File: config.mk
export PLATFORM = sky130hd
export DESIGN_NAME = sqrt_amp_dec
export DESIGN_NICKNAME = d
export VERILOG_FILES = /design/src/rtl/sqrt_amp_dec.sv
export SDC_FILE = /design/constraint.sdc
export NUM_CORES = 1
export LEC_CHECK = 0
export CORE_ASPECT_RATIO = 0.8
export CORE_MARGIN = 8
export CORE_UTILIZATION = 40
export CTS_CLUSTER_DIAMETER = 50
export CTS_CLUSTER_SIZE = 30
export DETAILED_ROUTE_END_ITERATION = 12
export SYNTH_ARGS = -nofsm -noshare
export SYNTH_HDL_FRONTEND = slang
export SYNTH_SLANG_ARGS = --single-unit
File: constraint.sdc
create_clock -name clock -period 8.05 [get_ports clock]
set_input_delay 0.805 -clock clock [delete_from_list [all_inputs] [get_ports clock]]
set_output_delay 0.805 -clock clock [all_outputs]
set_load 0.01 [all_outputs]
File: src/rtl/sqrt_amp_dec.sv
// sqrt_amp_dec: decodes the quantiser's 16-bit square-root-spaced thermometer
// code into a 5-bit level and an 8-bit midpoint amplitude. It flags and counts
// bubbled codes and runs as a 2-stage valid/ready pipeline.
// Optional build macro: SQRT_AMP_DEC_PEAK_EN adds peak_clr / peak_amp, a
// running maximum of the transferred amplitudes.
module sqrt_amp_dec #(
   parameter int CNT_W = 16
) (
   input  logic             clock,
   input  logic             rst,
   input  logic             in_valid,
   output logic             in_ready,
   input  logic [15:0]      in_ap,
   output logic             out_valid,
   input  logic             out_ready,
   output logic [4:0]       out_level,
   output logic [7:0]       out_amp,
   output logic             out_err,
   output logic [CNT_W-1:0] err_cnt
`ifdef SQRT_AMP_DEC_PEAK_EN
   ,
   input  logic             peak_clr,
   output logic [7:0]       peak_amp
`endif
);

   // Midpoint of each square-root-spaced quantisation interval
   function automatic logic [7:0] amp_lut(input logic [4:0] lvl);
      case (lvl)
         5'd0:    amp_lut = 8'd0;
         5'd1:    amp_lut = 8'd2;
         5'd2:    amp_lut = 8'd5;
         5'd3:    amp_lut = 8'd10;
         5'd4:    amp_lut = 8'd17;
         5'd5:    amp_lut = 8'd26;
         5'd6:    amp_lut = 8'd37;
         5'd7:    amp_lut = 8'd50;
         5'd8:    amp_lut = 8'd66;
         5'd9:    amp_lut = 8'd83;
         5'd10:   amp_lut = 8'd101;
         5'd11:   amp_lut = 8'd122;
         5'd12:   amp_lut = 8'd145;
         5'd13:   amp_lut = 8'd170;
         5'd14:   amp_lut = 8'd192;
         5'd15:   amp_lut = 8'd221;
         default: amp_lut = 8'd248;
      endcase
   endfunction

   logic       s1_valid;
   logic [4:0] s1_level;
   logic       s1_err;
   logic       s2_free;
   logic       s1_free;
   logic       accept;
   logic       s2_load;
   logic [4:0] level_c;
   logic       malformed_c;

   assign s2_free  = !out_valid || out_ready;
   assign s1_free  = !s1_valid || s2_free;
   assign in_ready = s1_free;
   assign accept   = in_valid && in_ready;
   assign s2_load  = s1_valid && s2_free;

   // Level is the popcount; a 0 above a 1 anywhere marks a bubble
   always_comb begin
      level_c = 5'd0;
      for (int i = 0; i < 16; i++) level_c = level_c + {4'd0, in_ap[i]};
      malformed_c = |(~in_ap[15:1] & in_ap[14:0]);
   end

   // Stage 1: capture level and bubble flag of the accepted code
   always_ff @(posedge clock) begin
      if (rst) begin
         s1_valid <= 1'b0;
         s1_level <= 5'd0;
         s1_err   <= 1'b0;
      end else if (accept) begin
         s1_valid <= 1'b1;
         s1_level <= level_c;
         s1_err   <= malformed_c;
      end else if (s2_load) begin
         s1_valid <= 1'b0;
      end
   end

   // Stage 2: output register, held while downstream stalls
   always_ff @(posedge clock) begin
      if (rst) begin
         out_valid <= 1'b0;
         out_level <= 5'd0;
         out_amp   <= 8'd0;
         out_err   <= 1'b0;
      end else if (s2_load) begin
         out_valid <= 1'b1;
         out_level <= s1_level;
         out_amp   <= amp_lut(s1_level);
         out_err   <= s1_err;
      end else if (out_ready) begin
         out_valid <= 1'b0;
      end
   end

   // Malformed-code counter, counted at input accept, saturating
   always_ff @(posedge clock) begin
      if (rst) begin
         err_cnt <= '0;
      end else if (accept && malformed_c && (err_cnt != {CNT_W{1'b1}})) begin
         err_cnt <= err_cnt + CNT_W'(1);
      end
   end

`ifdef SQRT_AMP_DEC_PEAK_EN
   logic xfer;
   assign xfer = out_valid && out_ready;

   // Running peak of transferred amplitudes; a clear restarts from the
   // sample transferring in the same cycle, if any
   always_ff @(posedge clock) begin
      if (rst) begin
         peak_amp <= 8'd0;
      end else if (xfer) begin
         if (peak_clr || (out_amp > peak_amp)) peak_amp <= out_amp;
      end else if (peak_clr) begin
         peak_amp <= 8'd0;
      end
   end
`endif

endmodule

# After elaboration in Yosys (flattened, before gate mapping)
# Memories as Yosys holds them, arrays and structs flattened. A register that Yosys moved wholly into a read port is not among the register bits.
# Cells that the tools add are included.
# word_totals
regBits	38
romBits	128
input_bits	20
out_inout_bits	32
wordCells	46
n_memories	1
# classes
add_sub_neg	16
eq_ne	1
n_mux	7
bitwise	2
reduce_logical	11
# mem_list
name	depth	width	rd	rd_clocked_by_memory_dff	write_ports	line	rtl
(no name shown)	16	8	1	1	0	29	case (lvl)
# op_table
cell	count
$add 5x1->5	11
$add 16x1->16 const B	1
$ne 16x16->1 const B	1
$and 15x15->15	1
$not 15->15	1
$reduce_or 15->1	1
$mux 4	2
$mux 8	1
$add 4x1->5	1
$add 3x1->4	1
$logic_and 1x1->1	4
$mux 1	4
$reduce_bool 2->1	2
$add 2x1->3	1
$add 1x1->2	1
$logic_not 1->1	2
$logic_or 1x1->1	2

# Depth between registers and ports, before layout
# depth
depth_word	17
mapped_depth	15
ltp_nobuf	15

# Worst setup path before layout
# OpenSTA, ideal clock, no wires.
# synth_timing
kind	input to register
from	in in_ap[0]
to	reg with a tool-made name
setup_time_ns	0.070
t_arrival_ns	4.540
required_ns	7.980
setup_slack_ns	3.441
stages	14
path_buffers	0
cell_sequence	inv_1 > fa_1 > fa_1 > fa_1 > fa_1 > inv_1 > ha_1 > fa_1 > nand2_1 > a21oi_1 > inv_1 > ha_1 > o211a_1 > a21oi_1
# synth_rtl
item	line	rtl
from (decl)	13	input logic [15:0] in_ap,

==> impl_metrics.py <==
metrics = {
    "detailed_routing": {
        "vias_per_cell": 4.94,
        "vias": 2126,
        "dr_wl_met3_um": 332,
        "wl_per_cell_um": 13.1,
        "met1_length_mm": 3.00,
        "routed.top_layer": "met4",
        "firstDrtPassIters": 7,
        "ant_nets": 0,
        "met2_length_mm": 2.26,
        "drc": 0,
        "drtIter0Drc": 83,
        "routed_wl_mm": 5.63,
    },
    "run_status": {
        "status": "finished, final reports clean",
    },
    "die": {
        "placementRows": 26,
        "die_h_um": 87.9,
        "core-area_sq_mm": 0.00631,
        "ios": 52,
        "die-width_um": 106,
        "dieArea_sq_mm": 0.00931,
        "initial_utilization_pct": 41.0,
    },
    "sta": {
        "rsz0062_at_grt": "no",
        "setup_tns_ns": 0,
        "layout_min_cycle_time_ns": 4.97,
        "finClkSkew_ns": 0.00682,
        "maxSlewViolCount": 0,
        "slew_headroom_pct": 42.7,
        "worstMarginPinSlew_ns": 0.854,
        "max_freq_mhz": 201,
        "setup_viol": 0,
        "fin_crit_sh_pct": 61.7,
        "hold_violations": 0,
    },
    "critical_path": {
        "cpMostUsedCell": "fa_1",
        "crit_required_ns": 8.28,
        "crit_fanout": 5,
        "cpMaxStageDelayCell": "fa_1",
        "cp-start-kind": "primary input",
        "cpPeakStageDelay_ns": 0.55,
        "cp_cell_sequence": "clkdlybuf4s50_1 > inv_1 > fa_1 > fa_1 > fa_1 > fa_1 > inv_1 > ha_1 > fa_1 > nand2_1 > a21oi_1 > inv_1 > ha_1 > o211a_1 > a21oi_1",
        "critPathCaptureType": "flip-flop",
        "crit_type": "primary input to flip-flop",
        "worstPathArrival_ns": 5.20,
    },
    "final_layout": {
        "antenna_cells": 0,
        "final_nets": 385,
        "final_common_cell": "clkdlybuf4s50_1",
        "syn2layout_area_growth_pct": 25.4,
        "fin_cells": 430,
        "drive_gt1_share_pct": 8.09,
        "mostFrequentLayoutCells": "clkdlybuf4s50_1 (51), dfxtp_1 (46), nand2_1 (35)",
    },
    "clock_network": {
        "postCtsResizedCells": 0,
        "h-tree-depth": 2,
        "cts.sinks": 46,
        "cts_buffer_depth": 2,
        "cts.clk_slew.worst_paths_ns": 0.09,
        "cts_hold_buf": 0,
        "cts-root-buf": "clkbuf_8",
        "postCtsSetupBuffers": 0,
        "cts_made_buffers": 5,
        "cts_tree": "built",
        "clock_latency_ns": 0.29,
    },
    "global_routing": {
        "grt_max_degree": 51,
        "antenna_found_initial": 0,
        "grt_pass1_vias": 2091,
        "overflow": 0,
        "track_usage_pct": 12.3,
        "grt_pass1_wl_mm": 9.69,
    },
    "yosys": {
        "netlist_area_sq_mm": 0.00259,
        "syn-num-nets": 338,
        "synth_edf_count": 0,
        "synth_top_cell_by_area": "dfxtp_1",
        "ys_seq_area_share_pct": 35.6,
        "synth-seq-cells": 46,
        "synth_xor_xnor_area_share_pct": 0.677,
        "synth-main-ff-cell": "dfxtp_1",
        "synth_cell_types": 61,
        "yosys-top-cells-area": "dfxtp_1 (36%), fa_1 (7.7%), nand2_1 (5.1%)",
        "synth_top_family_by_area": "simple AND/OR/NAND/NOR gates",
        "syn_inst": 298,
        "synth_compound_area_share_pct": 13.0,
        "synthMuxAreaShare_pct": 6.00,
        "yosys_warnings": 0,
        "synthSimpleGateAreaFrac_pct": 25.1,
        "postSynth.asyncResetShare_pct": 0,
        "synth-adder-area-share_pct": 12.6,
        "synth_top_area_share_pct": 35.6,
        "postSynthAreaPerCell_sq_um": 8.68,
    },
    "worst_hold_path": {
        "hp-class": "flip-flop to flip-flop",
    },
    "power_and_ir_drop": {
        "p_leak_nw": 1.34,
        "power_density_mw_per_mm2": 200,
        "max-vdd-ir-drop_v": 0.0000811,
    },
    "placement": {
        "dp_cells": 422,
        "gp_congestion": 0.815,
        "hpwl_mm": 4.39,
        "port_buffers": 51,
    },
    "flow_run": {
        "maxCapViolCount": 0,
    },
}
metal layers:
metal / vias to the layer above / global-route usage [%]
met1: 966 / 16.7
met3: 2 / 3.46
met2: 50 / 18.7
met4: 0 / 3.44
met5: - / 0
li1: 1108 / -
Yosys cell counts (all sizes together) (3+ instances only):
master  instances
dfxtp          46
nand2          35
inv            33
a21oi          24
nor2           22
o21ai          15
nor3           13
fa             10
ha             10
mux2            9
clkbuf          7
nor2b           7
buf             5
mux2i           5
nand3           5
nor4            5
nand3b          4
nand4           4
or3             4
and2            3
or2             3
final timing paths:
check,start,cells past startpoint,slack [ns],endpoint
min reg2reg,out_amp[1]$_SDFFE_PP0P_,2,0.45,out_amp[1]$_SDFFE_PP0P_
max reg2reg,err_cnt[4]$_SDFFE_PP0P_,6,5.87,err_cnt[8]$_SDFFE_PP0P_
max,in_ap[5],15,3.08,flip-flop
min,out_amp[1]$_SDFFE_PP0P_,2,0.45,out_amp[1]$_SDFFE_PP0P_
kinds of logic (layout without fill, tap and decap cells):
group / count (synthesis) / after routing
compound gates: 54 / 54
xor+xnor: 2 / 2
fa+ha+maj: 20 / 20
buf+inv: 45 / 93
flops: 46 / 46
mux: 14 / 14
simple gates: 117 / 117
per-stage QoR:
step                      instance area [sq um]  hold slack, ns  setup WS (ns)  utilization [%]  total power (W)
after global routing                       3240           0.479           2.81             51.4         0.000700
after global placement                     3150           0.440           2.84             49.9         0.000505
after detailed placement                   3150           0.446           2.75             49.9         0.000511
final                                      3240           0.455           3.08             51.4         0.000649
after CTS                                  3240           0.457           3.08             51.4         0.000657
after floorplan                            2590           0.428           3.44                -         0.000445
power by group:
part	internal (W)	switching (W)	total, W
clock network	0.0000622	0.0000834	0.000146
logic	0.000106	0.000127	0.000233
registers	0.000257	0.0000142	0.000271
total	0.000425	0.000225	0.000649
critical path, delay by kind of cell:
kind / cells / cell delay [ns]
fa+ha+maj: 7 / 2.96
simple gates: 1 / 0.07
compound gates: 3 / 0.66
buf+inv: 4 / 0.72
area by class of cell:
type	count	area (sq um)
well taps	84	105
clock buffers	5	68.8
clock inverters	3	23.8
flip-flops and latches	46	921
repair buffers	52	518
fillers	615	3070
inverters	33	124
multi-input cells	207	1480
(Power assumes the default switching activity.)
